`src/rtl/board_cursor_ctrl.sv`:
```
// rtl/board_cursor_ctrl.sv - grid cursor navigation with cell-selection handshake
module board_cursor_ctrl #(
  parameter int ROWS  = 3,
  parameter int COLS  = 3,
  parameter int IDX_W = 4
) (
  input  logic                 clk,
  input  logic                 reset,
  input  logic                 enable,
  input  logic                 key_up,
  input  logic                 key_down,
  input  logic                 key_left,
  input  logic                 key_right,
  input  logic                 key_select,
  input  logic [ROWS*COLS-1:0] occupied,
  input  logic                 sel_ready,
  output logic [IDX_W-1:0]     cursor,
  output logic [2:0]           cursor_row,
  output logic [2:0]           cursor_col,
  output logic                 player,
  output logic                 sel_valid,
  output logic [IDX_W-1:0]     sel_index,
  output logic                 sel_player,
  output logic                 reject
);

  localparam logic [2:0] ROW_MAX = 3'(ROWS - 1);
  localparam logic [2:0] COL_MAX = 3'(COLS - 1);

  // Bit positions inside the key vectors
  localparam int K_UP    = 0;
  localparam int K_DOWN  = 1;
  localparam int K_LEFT  = 2;
  localparam int K_RIGHT = 3;
  localparam int K_SEL   = 4;

  typedef enum logic [1:0] {
    DISABLED = 2'd0,
    NAV      = 2'd1,
    COMMIT   = 2'd2
  } state_t;

  state_t               state;
  logic [4:0]           key_now;
  logic [4:0]           key_prev;
  logic [4:0]           key_edge;
  logic [2:0]           row_inc;
  logic [2:0]           row_dec;
  logic [2:0]           col_inc;
  logic [2:0]           col_dec;
  logic [ROWS*COLS-1:0] occ_shift;
  logic                 cur_occupied;

  // Linear cell index from coordinates; always computed alongside the
  // coordinates so cursor never disagrees with cursor_row/cursor_col.
  function automatic logic [IDX_W-1:0] to_index(input logic [2:0] r,
                                                input logic [2:0] c);
    int lin;
    lin = int'(r) * COLS + int'(c);
    return lin[IDX_W-1:0];
  endfunction

  assign key_now  = {key_select, key_right, key_left, key_down, key_up};
  assign key_edge = key_now & ~key_prev;

  // Wrapping neighbours of the current cell
  assign row_inc = (cursor_row == ROW_MAX) ? 3'd0    : cursor_row + 3'd1;
  assign row_dec = (cursor_row == 3'd0)    ? ROW_MAX : cursor_row - 3'd1;
  assign col_inc = (cursor_col == COL_MAX) ? 3'd0    : cursor_col + 3'd1;
  assign col_dec = (cursor_col == 3'd0)    ? COL_MAX : cursor_col - 3'd1;

  // Occupancy of the cell under the cursor
  assign occ_shift    = occupied >> cursor;
  assign cur_occupied = occ_shift[0];

  // Previous key levels; updated every cycle so edges seen while disabled
  // or committing are consumed rather than replayed later.
  always_ff @(posedge clk or posedge reset) begin
    if (reset) begin
      key_prev <= '0;
    end else begin
      key_prev <= key_now;
    end
  end

  // Navigation / selection state machine with registered outputs
  always_ff @(posedge clk or posedge reset) begin
    if (reset) begin
      state      <= DISABLED;
      cursor     <= '0;
      cursor_row <= '0;
      cursor_col <= '0;
      player     <= 1'b0;
      sel_valid  <= 1'b0;
      sel_index  <= '0;
      sel_player <= 1'b0;
      reject     <= 1'b0;
    end else begin
      reject <= 1'b0;
      case (state)
        DISABLED: begin
          if (enable) begin
            state <= NAV;
          end
        end
        NAV: begin
          if (!enable) begin
            state <= DISABLED;
          end else if (key_edge[K_SEL]) begin
            if (cur_occupied) begin
              reject <= 1'b1;
            end else begin
              sel_valid  <= 1'b1;
              sel_index  <= cursor;
              sel_player <= player;
              state      <= COMMIT;
            end
          end else if (key_edge[K_RIGHT]) begin
            cursor_col <= col_inc;
            cursor     <= to_index(cursor_row, col_inc);
          end else if (key_edge[K_LEFT]) begin
            cursor_col <= col_dec;
            cursor     <= to_index(cursor_row, col_dec);
          end else if (key_edge[K_DOWN]) begin
            cursor_row <= row_inc;
            cursor     <= to_index(row_inc, cursor_col);
          end else if (key_edge[K_UP]) begin
            cursor_row <= row_dec;
            cursor     <= to_index(row_dec, cursor_col);
          end
        end
        COMMIT: begin
          // Only a transfer leaves COMMIT; enable is consulted only to pick
          // where to go afterwards.
          if (sel_ready) begin
            sel_valid <= 1'b0;
            player    <= ~player;
            state     <= enable ? NAV : DISABLED;
          end
        end
        default: begin
          state <= DISABLED;
        end
      endcase
    end
  end

endmodule

```
`config.mk`:
```
export PLATFORM = sky130hd
export DESIGN_NAME = board_cursor_ctrl
export DESIGN_NICKNAME = d
export VERILOG_FILES = /design/src/rtl/board_cursor_ctrl.sv
export SDC_FILE = /design/constraint.sdc
export NUM_CORES = 1
export LEC_CHECK = 0
export CAP_MARGIN = 20
export CORE_UTILIZATION = 45
export CTS_CLUSTER_DIAMETER = 30
export CTS_CLUSTER_SIZE = 25
export DETAILED_ROUTE_END_ITERATION = 6
export GPL_TIMING_DRIVEN = 0
export HOLD_SLACK_MARGIN = 0.06
export PLACE_DENSITY = 0.7
export SKIP_CTS_REPAIR_TIMING = 1
export SLEW_MARGIN = 20
export SYNTH_ARGS = -nofsm -noshare
export SYNTH_HDL_FRONTEND = slang
export SYNTH_SLANG_ARGS = --single-unit
```
`constraint.sdc`:
```
create_clock -name clk -period 3.89 [get_ports clk]
set_input_delay 1.167 -clock clk [delete_from_list [all_inputs] [get_ports clk]]
set_output_delay 1.167 -clock clk [all_outputs]
set_load 0.03 [all_outputs]
```
After elaboration in Yosys (flattened, before gate mapping)
Cells that the tools add are included.
{"block": "totals", "elab_cells": 82, "register_bits": 25, "output_inout_bits": 18}
{"block": "op_classes", "bitwise": 7, "reduce_logical": 14, "shift": 1, "n_eq_ne": 11, "n_mul": 3, "n_addsub": 8, "muxes": 28}
{"operator": "$mux W3", "count": 8}
{"operator": "$mux W4", "count": 4}
{"operator": "$reduce_and A4 Y1", "count": 4}
{"operator": "$add A4 B3 Y4", "count": 3}
{"operator": "$mul A3 B2 Y4 const B", "count": 3}
{"operator": "$mux W2", "count": 5}
{"operator": "$ne A2 B2 Y1 const B", "count": 5}
{"operator": "$mux W1", "count": 9}
{"operator": "$shr A9 B4 Y1", "count": 1}
{"operator": "$add A3 B1 Y3 const B", "count": 2}
{"operator": "$eq A3 B2 Y1 const B", "count": 2}
{"operator": "$logic_not A3 Y1", "count": 2}
{"operator": "$ne A3 B3 Y1 const B", "count": 2}
{"operator": "$pmux W2 S3", "count": 1}
{"operator": "$reduce_and A6 Y1", "count": 1}
{"operator": "$reduce_bool A2 Y1", "count": 3}
{"operator": "$sub A3 B1 Y3 const B", "count": 2}
{"operator": "$and A5 B5 Y5", "count": 1}
{"operator": "$not A1 Y1", "count": 5}
{"operator": "$not A5 Y5", "count": 1}
{"operator": "$reduce_and A5 Y1", "count": 1}
{"operator": "$add A4 B4 Y4", "count": 1}
{"operator": "$reduce_bool A4 Y1", "count": 1}
{"operator": "$eq A2 B1 Y1 const B", "count": 1}
{"operator": "other kinds (4)", "count": 4}

Longest topological paths before layout
{"block": "depth", "ltp_word": 8, "ltp_mapped": 12}

Least setup slack after synthesis
OpenSTA, ideal clock, no wires.
{"block": "synth_timing", "path_type": "register to register", "from": "register cursor_row[0]", "to": "register cursor[3]", "required_ps": 3742, "t_arrival_ps": 3172, "period_less_slack_ps": 3320, "setup_time_ps": 148, "path_stages_with_launch": 13, "setup_slack_ps": 570, "path_cell_list": "dfrtp_1 inv_1 ha_1 xnor2_1 and2_1 ha_1 ha_1 fa_1 xnor2_1 nor3b_1 mux2_2 nor3_1 o31ai_1"}
{"block": "synth_between", "elab_chain_len": 8, "word_cells_on_any_way": 17}
{"item": "from (decl)", "line": "18", "source": "output logic [2:0] cursor_row,"}
{"item": "from (signal assigned)", "line": "125", "source": "cursor_row <= row_inc;"}
{"item": "from (signal assigned)", "line": "128", "source": "cursor_row <= row_dec;"}
{"item": "$sub A3 B1 Y3 / $logic_not A3 Y1 (equally long branches)", "line": "68", "source": "assign row_dec = (cursor_row == 3'd0) ? ROW_MAX : cursor_row - 3'd1;"}
{"item": "$mux W3", "line": "68"}
{"item": "$mul A3 B2 Y4", "line": "59", "source": "lin = int'(r) * COLS + int'(c);"}
{"item": "$add A4 B3 Y4", "line": "59"}
{"item": "$mux W4", "line": "127", "source": "end else if (key_edge[K_UP]) begin"}
{"item": "$mux W4", "line": "124", "source": "end else if (key_edge[K_DOWN]) begin"}
{"item": "$mux W4", "line": "121", "source": "end else if (key_edge[K_LEFT]) begin"}
{"item": "$mux W4 (*)", "line": "118", "source": "end else if (key_edge[K_RIGHT]) begin"}
{"item": "to (signal assigned)", "line": "120", "source": "cursor <= to_index(cursor_row, col_inc);"}
{"item": "to (signal assigned)", "line": "123", "source": "cursor <= to_index(cursor_row, col_dec);"}
{"item": "to (signal assigned)", "line": "126", "source": "cursor <= to_index(row_inc, cursor_col);"}
{"item": "to (decl)", "line": "17", "source": "output logic [IDX_W-1:0] cursor,"}
Every way passes the cells marked *; elsewhere a longest branch is shown, timed or not. The select of a mux whose other input is x is not followed.
A chain may end at the register's enable or synchronous reset.

Worst setup path after layout
Ends and elaborated chain as after synthesis.

==> impl_summary.md <==
Outcome
The flow ran to the end, and the final reports show no timing, DRC or antenna violations.

Logic synthesis
In the synthesized netlist, the number of instances is 200. After synthesis, the largest family of logic cells by area is adder cells. The number of flops mapped to enable cells by yosys is 0. The synthesized netlist occupies a cell area of between 1500 and 2000 sq um. The total number of yosys warnings is 0.

After synthesis, flip-flops and latches occupy about a third of the total area. The predominant post-synthesis flop cell is sky130_fd_sc_hd__dfrtp_1. The post-synthesis share of cell area spent on full adders, half adders and majority gates is 19.1%. Yosys mapped the design onto 44 distinct sky130hd cell types. After Yosys synthesis, and, or, nand and nor cells account for between 10% and 20% of the synthesized area. The cell accounting for the most synthesized area is sky130_fd_sc_hd__dfrtp_1. The number of nets in the synthesized netlist is approximately 240. The async set or reset register ratio after synthesis is between 90% and 100%. The commonest cells after synthesis are 25 x sky130_fd_sc_hd__dfrtp_1, 20 x sky130_fd_sc_hd__nand2_1, 19 x sky130_fd_sc_hd__ha_1.

The leading cell type by number of instances after synthesis is sky130_fd_sc_hd__dfrtp_1. Synthesis inferred 25 register bits. Sorting the synthesized cells by area gives the leading types as sky130_fd_sc_hd__dfrtp_1 32%, sky130_fd_sc_hd__ha_1 12%, sky130_fd_sc_hd__fa_1 7.1%. A synthesized cell averages between 9 and 10 sq um. The synthesized design devotes to its leading area cell type between 30% and 40% of total area.

After Yosys synthesis, XOR and XNOR cells account for 3.55% of the synthesized area. The synthesized netlist devotes between 10% and 20% of its cell area to compound gates. Multiplexer cells account for a little over a tenth of the synthesized area.

Layout
The number of antenna diodes in the final layout is 0. The total number of nets in the final design is 284. The ratio of cells with drive above 1 in the final layout is 8.79%. The layout overhead on the synthesized area is 23.3%. The number of filler cells placed in the layout is approximately 380.

Timing
Setup repair after global routing left no endpoint under its margin. The number of hold violations in the final report is 0. Clock skew on the completed layout was measured at 1.99 ps.

The aggregate negative setup slack is 0 ps. Measured against its own limit, the worst slew margin works out to 37.3%. The number of pins with negative max-slew slack in the final report is 0.

Static timing analysis puts the maximum clock frequency at roughly 0.28 GHz. For the pin with the worst max-slew slack, the measured transition is between 900 and 1000 ps. The total setup violations reported at the end of the flow is 0.

The worst path in the final design needs a cycle of 3590 ps, including I/O delays and setup. The final clock period utilization by the worst path is 92.3%. The minimum hold slack is 493 ps.

Setup path
The cell class contributing the biggest share of worst-path delay is adder cells. STA puts the critical path data arrival time at 3710 ps. The sort of element at the start of the critical path is a register. STA puts the critical path data required time at about 4000 ps. On the critical path, the stage with the largest delay is an instance of sky130_fd_sc_hd__dfrtp_1. The worst register-to-register path has a setup slack of around 300 ps.

The critical path goes through inv_1, ha_1, nand2_1, fa_1, inv_1, fa_1, xnor2_1, nor3_1, mux2_2, nor3_1, o31ai_1. The longest individual stage delay on the worst path is about 600 ps. Together, buffers and inverters on the worst path number 2. For the worst flop-to-flop path, the logic depth is 11. The worst setup path is of the reg2reg kind. The worst reg2reg path startpoint is cursor_row[0]. Of all nets on the critical path, the largest fanout is 10.

The capturing element type of the critical path is a register. The endpoint of the worst-slack reg-to-reg timing path is cursor[3].

GRT
The global-route wire length before repair is a little under 7000 um. The maximum number of pins on one net before global-route repair is 26. The overflow left after global routing is 0. The global-route total usage across every layer is 19.5%. The initial antenna violation count came to 0.

The via count of the first global-routing pass came to 1,477.

Floorplan
The height of the chip is roughly 68 um. The area inside the core boundary is slightly above 4000 sq um. The number of standard-cell rows in the floorplan is 23. The overall die area is approximately 4700 sq um. The die width is 68.2 um. The starting density of the core is roughly 48%. In this run the count of I/O pins placed on the die edge is 36.

Route
After the first detailed-routing iteration, the DRC count stood at slightly above 90. The number of routed nets with antenna violations is 0. The first-pass iteration count of the detailed router is 4. The remaining routing DRC violations is 0. The final route contains ~1,500 vias. For this block, the routed nets add up to between 4000 and 5000 um of wire. In the routed layout, each cell is associated on average with a via count of 5.34. Dividing the detail-routed wire length by the instance count gives 14.1 um.

Placed design
The number of buffers added on ports is 35. The post-DP HPWL is 3360 um. The global placement routability congestion is approximately 0.84.

Clock tree
The total clock sinks is 25. The clock slew seen by the registers of the worst setup and hold paths is ~90 ps. TritonCTS built the clock tree. The root buffer selected by CTS is sky130_fd_sc_hd__clkbuf_8. The later pin in the worst-skew pair is clocked with a latency of between 200 and 300 ps. The number of buffers added by the clock tree synthesis step is 3. The deepest level of the CTS H-tree is 1. The number of buffers on the longest clock path is 2.

Worst hold path
The worst-case hold path end point is sel_valid. In this run the worst hold path is classified as reg2reg. The hold path startpoint is sel_valid. Along the worst hold path, the cell count comes to 2.

Run
The tool flagged a number of max-cap violations equal to 0.
==> worst reg2reg max path, stage by stage (launching register included) <==
cell,delay [ps]
sky130_fd_sc_hd__dfrtp_1,600
sky130_fd_sc_hd__inv_1,210
sky130_fd_sc_hd__ha_1,490
sky130_fd_sc_hd__nand2_1,180
sky130_fd_sc_hd__fa_1,540
sky130_fd_sc_hd__inv_1,60
sky130_fd_sc_hd__fa_1,430
sky130_fd_sc_hd__xnor2_1,280
sky130_fd_sc_hd__nor3_1,80
sky130_fd_sc_hd__mux2_2,270
sky130_fd_sc_hd__nor3_1,210
sky130_fd_sc_hd__o31ai_1,110
==> cell usage in the layout, fill, tap and decap left out, types with 2 or more instances in the layout <==
cell                              count
sky130_fd_sc_hd__mux2_2               5
sky130_fd_sc_hd__clkbuf_8             3
sky130_fd_sc_hd__dfrtp_1             25
sky130_fd_sc_hd__clkbuf_1             3
sky130_fd_sc_hd__nand3_1              7
sky130_fd_sc_hd__nand2_1             20
sky130_fd_sc_hd__nand2b_1             6
sky130_fd_sc_hd__o21ai_0             12
sky130_fd_sc_hd__nand3b_1             3
sky130_fd_sc_hd__ha_1                19
sky130_fd_sc_hd__nor3_1               3
sky130_fd_sc_hd__buf_2                2
sky130_fd_sc_hd__clkdlybuf4s50_1     35
sky130_fd_sc_hd__nand3_4              2
sky130_fd_sc_hd__mux2_4               2
sky130_fd_sc_hd__nor2_1              12
sky130_fd_sc_hd__xor2_1               3
sky130_fd_sc_hd__xnor2_1              5
sky130_fd_sc_hd__nor2b_1              5
sky130_fd_sc_hd__o31ai_1              2
sky130_fd_sc_hd__fa_1                 7
sky130_fd_sc_hd__a21oi_1              8
sky130_fd_sc_hd__a31oi_1              2
sky130_fd_sc_hd__a32o_1               3
sky130_fd_sc_hd__inv_1               13
sky130_fd_sc_hd__mux2i_1             10
sky130_fd_sc_hd__o211ai_1             2
==> per-layer routing <==
layer / share of wire [%] / wire [um] / GRT usage (%) / vias up
li1: - / - / - / 769
met1: 46 / 1890 / 24.6 / 726
met2: 47 / 1930 / 34.3 / 43
met3: 4.7 / 190 / 1.83 / 6
met4: 1.6 / 66 / 6.51 / 0
met5: 0 / 0 / 0 / -
==> area by class of cell <==
| type | count | area [sq um] | area share (%) |
|---|---|---|---|
| multi-input cells | 155 | 1260 | 51.9 |
| clock inverters | 1 | 5.00 | 0.206 |
| well taps | 50 | 62.6 | 2.57 |
| plain buffers | 6 | 32.5 | 1.34 |
| inverters | 14 | 52.6 | 2.16 |
| repair buffers | 35 | 350 | 14.4 |
| clock buffers | 3 | 41.3 | 1.70 |
| flip-flops and latches | 25 | 626 | 25.7 |
==> cells by family after synthesis <==
kind of cell	after synthesis
muxes	18
and+or+nand+nor	66
xor gates and xnor gates	8
buffers and inverters	20
AOI/OAI and AO/OA	37
DFF	25
adders and majority gates	26
==> flip-flops by register name, summed over array words and instances, names as in the netlist <==
| name | flops |
|---|---|
| cursor | 4 |
| sel_valid | 1 |
| reject | 1 |
| sel_player | 1 |
| cursor_col | 3 |
| state | 2 |
| key_prev | 5 |
| player | 1 |
| cursor_row | 3 |
| sel_index | 4 |
==> how the worst max path moves through the flow <==
| stage | cells past startpoint | slack [ps] | from | to |
|---|---|---|---|---|
| floorplan | 12 | 570 | cursor_row[0] | cursor[3] |
| global placement | 11 | 350 | cursor_row[0] | cursor[3] |
| detailed placement | 11 | 310 | cursor_row[0] | cursor[3] |
| CTS | 11 | 270 | cursor_row[0] | cursor[3] |
| global route | 11 | 10 | cursor_row[0] | cursor[3] |
| finish | 11 | 300 | cursor_row[0] | cursor[3] |
==> per-stage QoR <==
step	util (%)	area (sq um)	cells	setup WS, ps
after detailed placement	58.0	2390	285	307
after global routing	59.1	2430	289	13.3
final	59.1	2430	289	301
after floorplan	-	1970	200	570
after CTS	59.1	2430	289	269
after global placement	58.0	2390	285	352
Power is not shown: default switching activity piles up to over one toggle a cycle in this logic, so the estimate is an artifact.
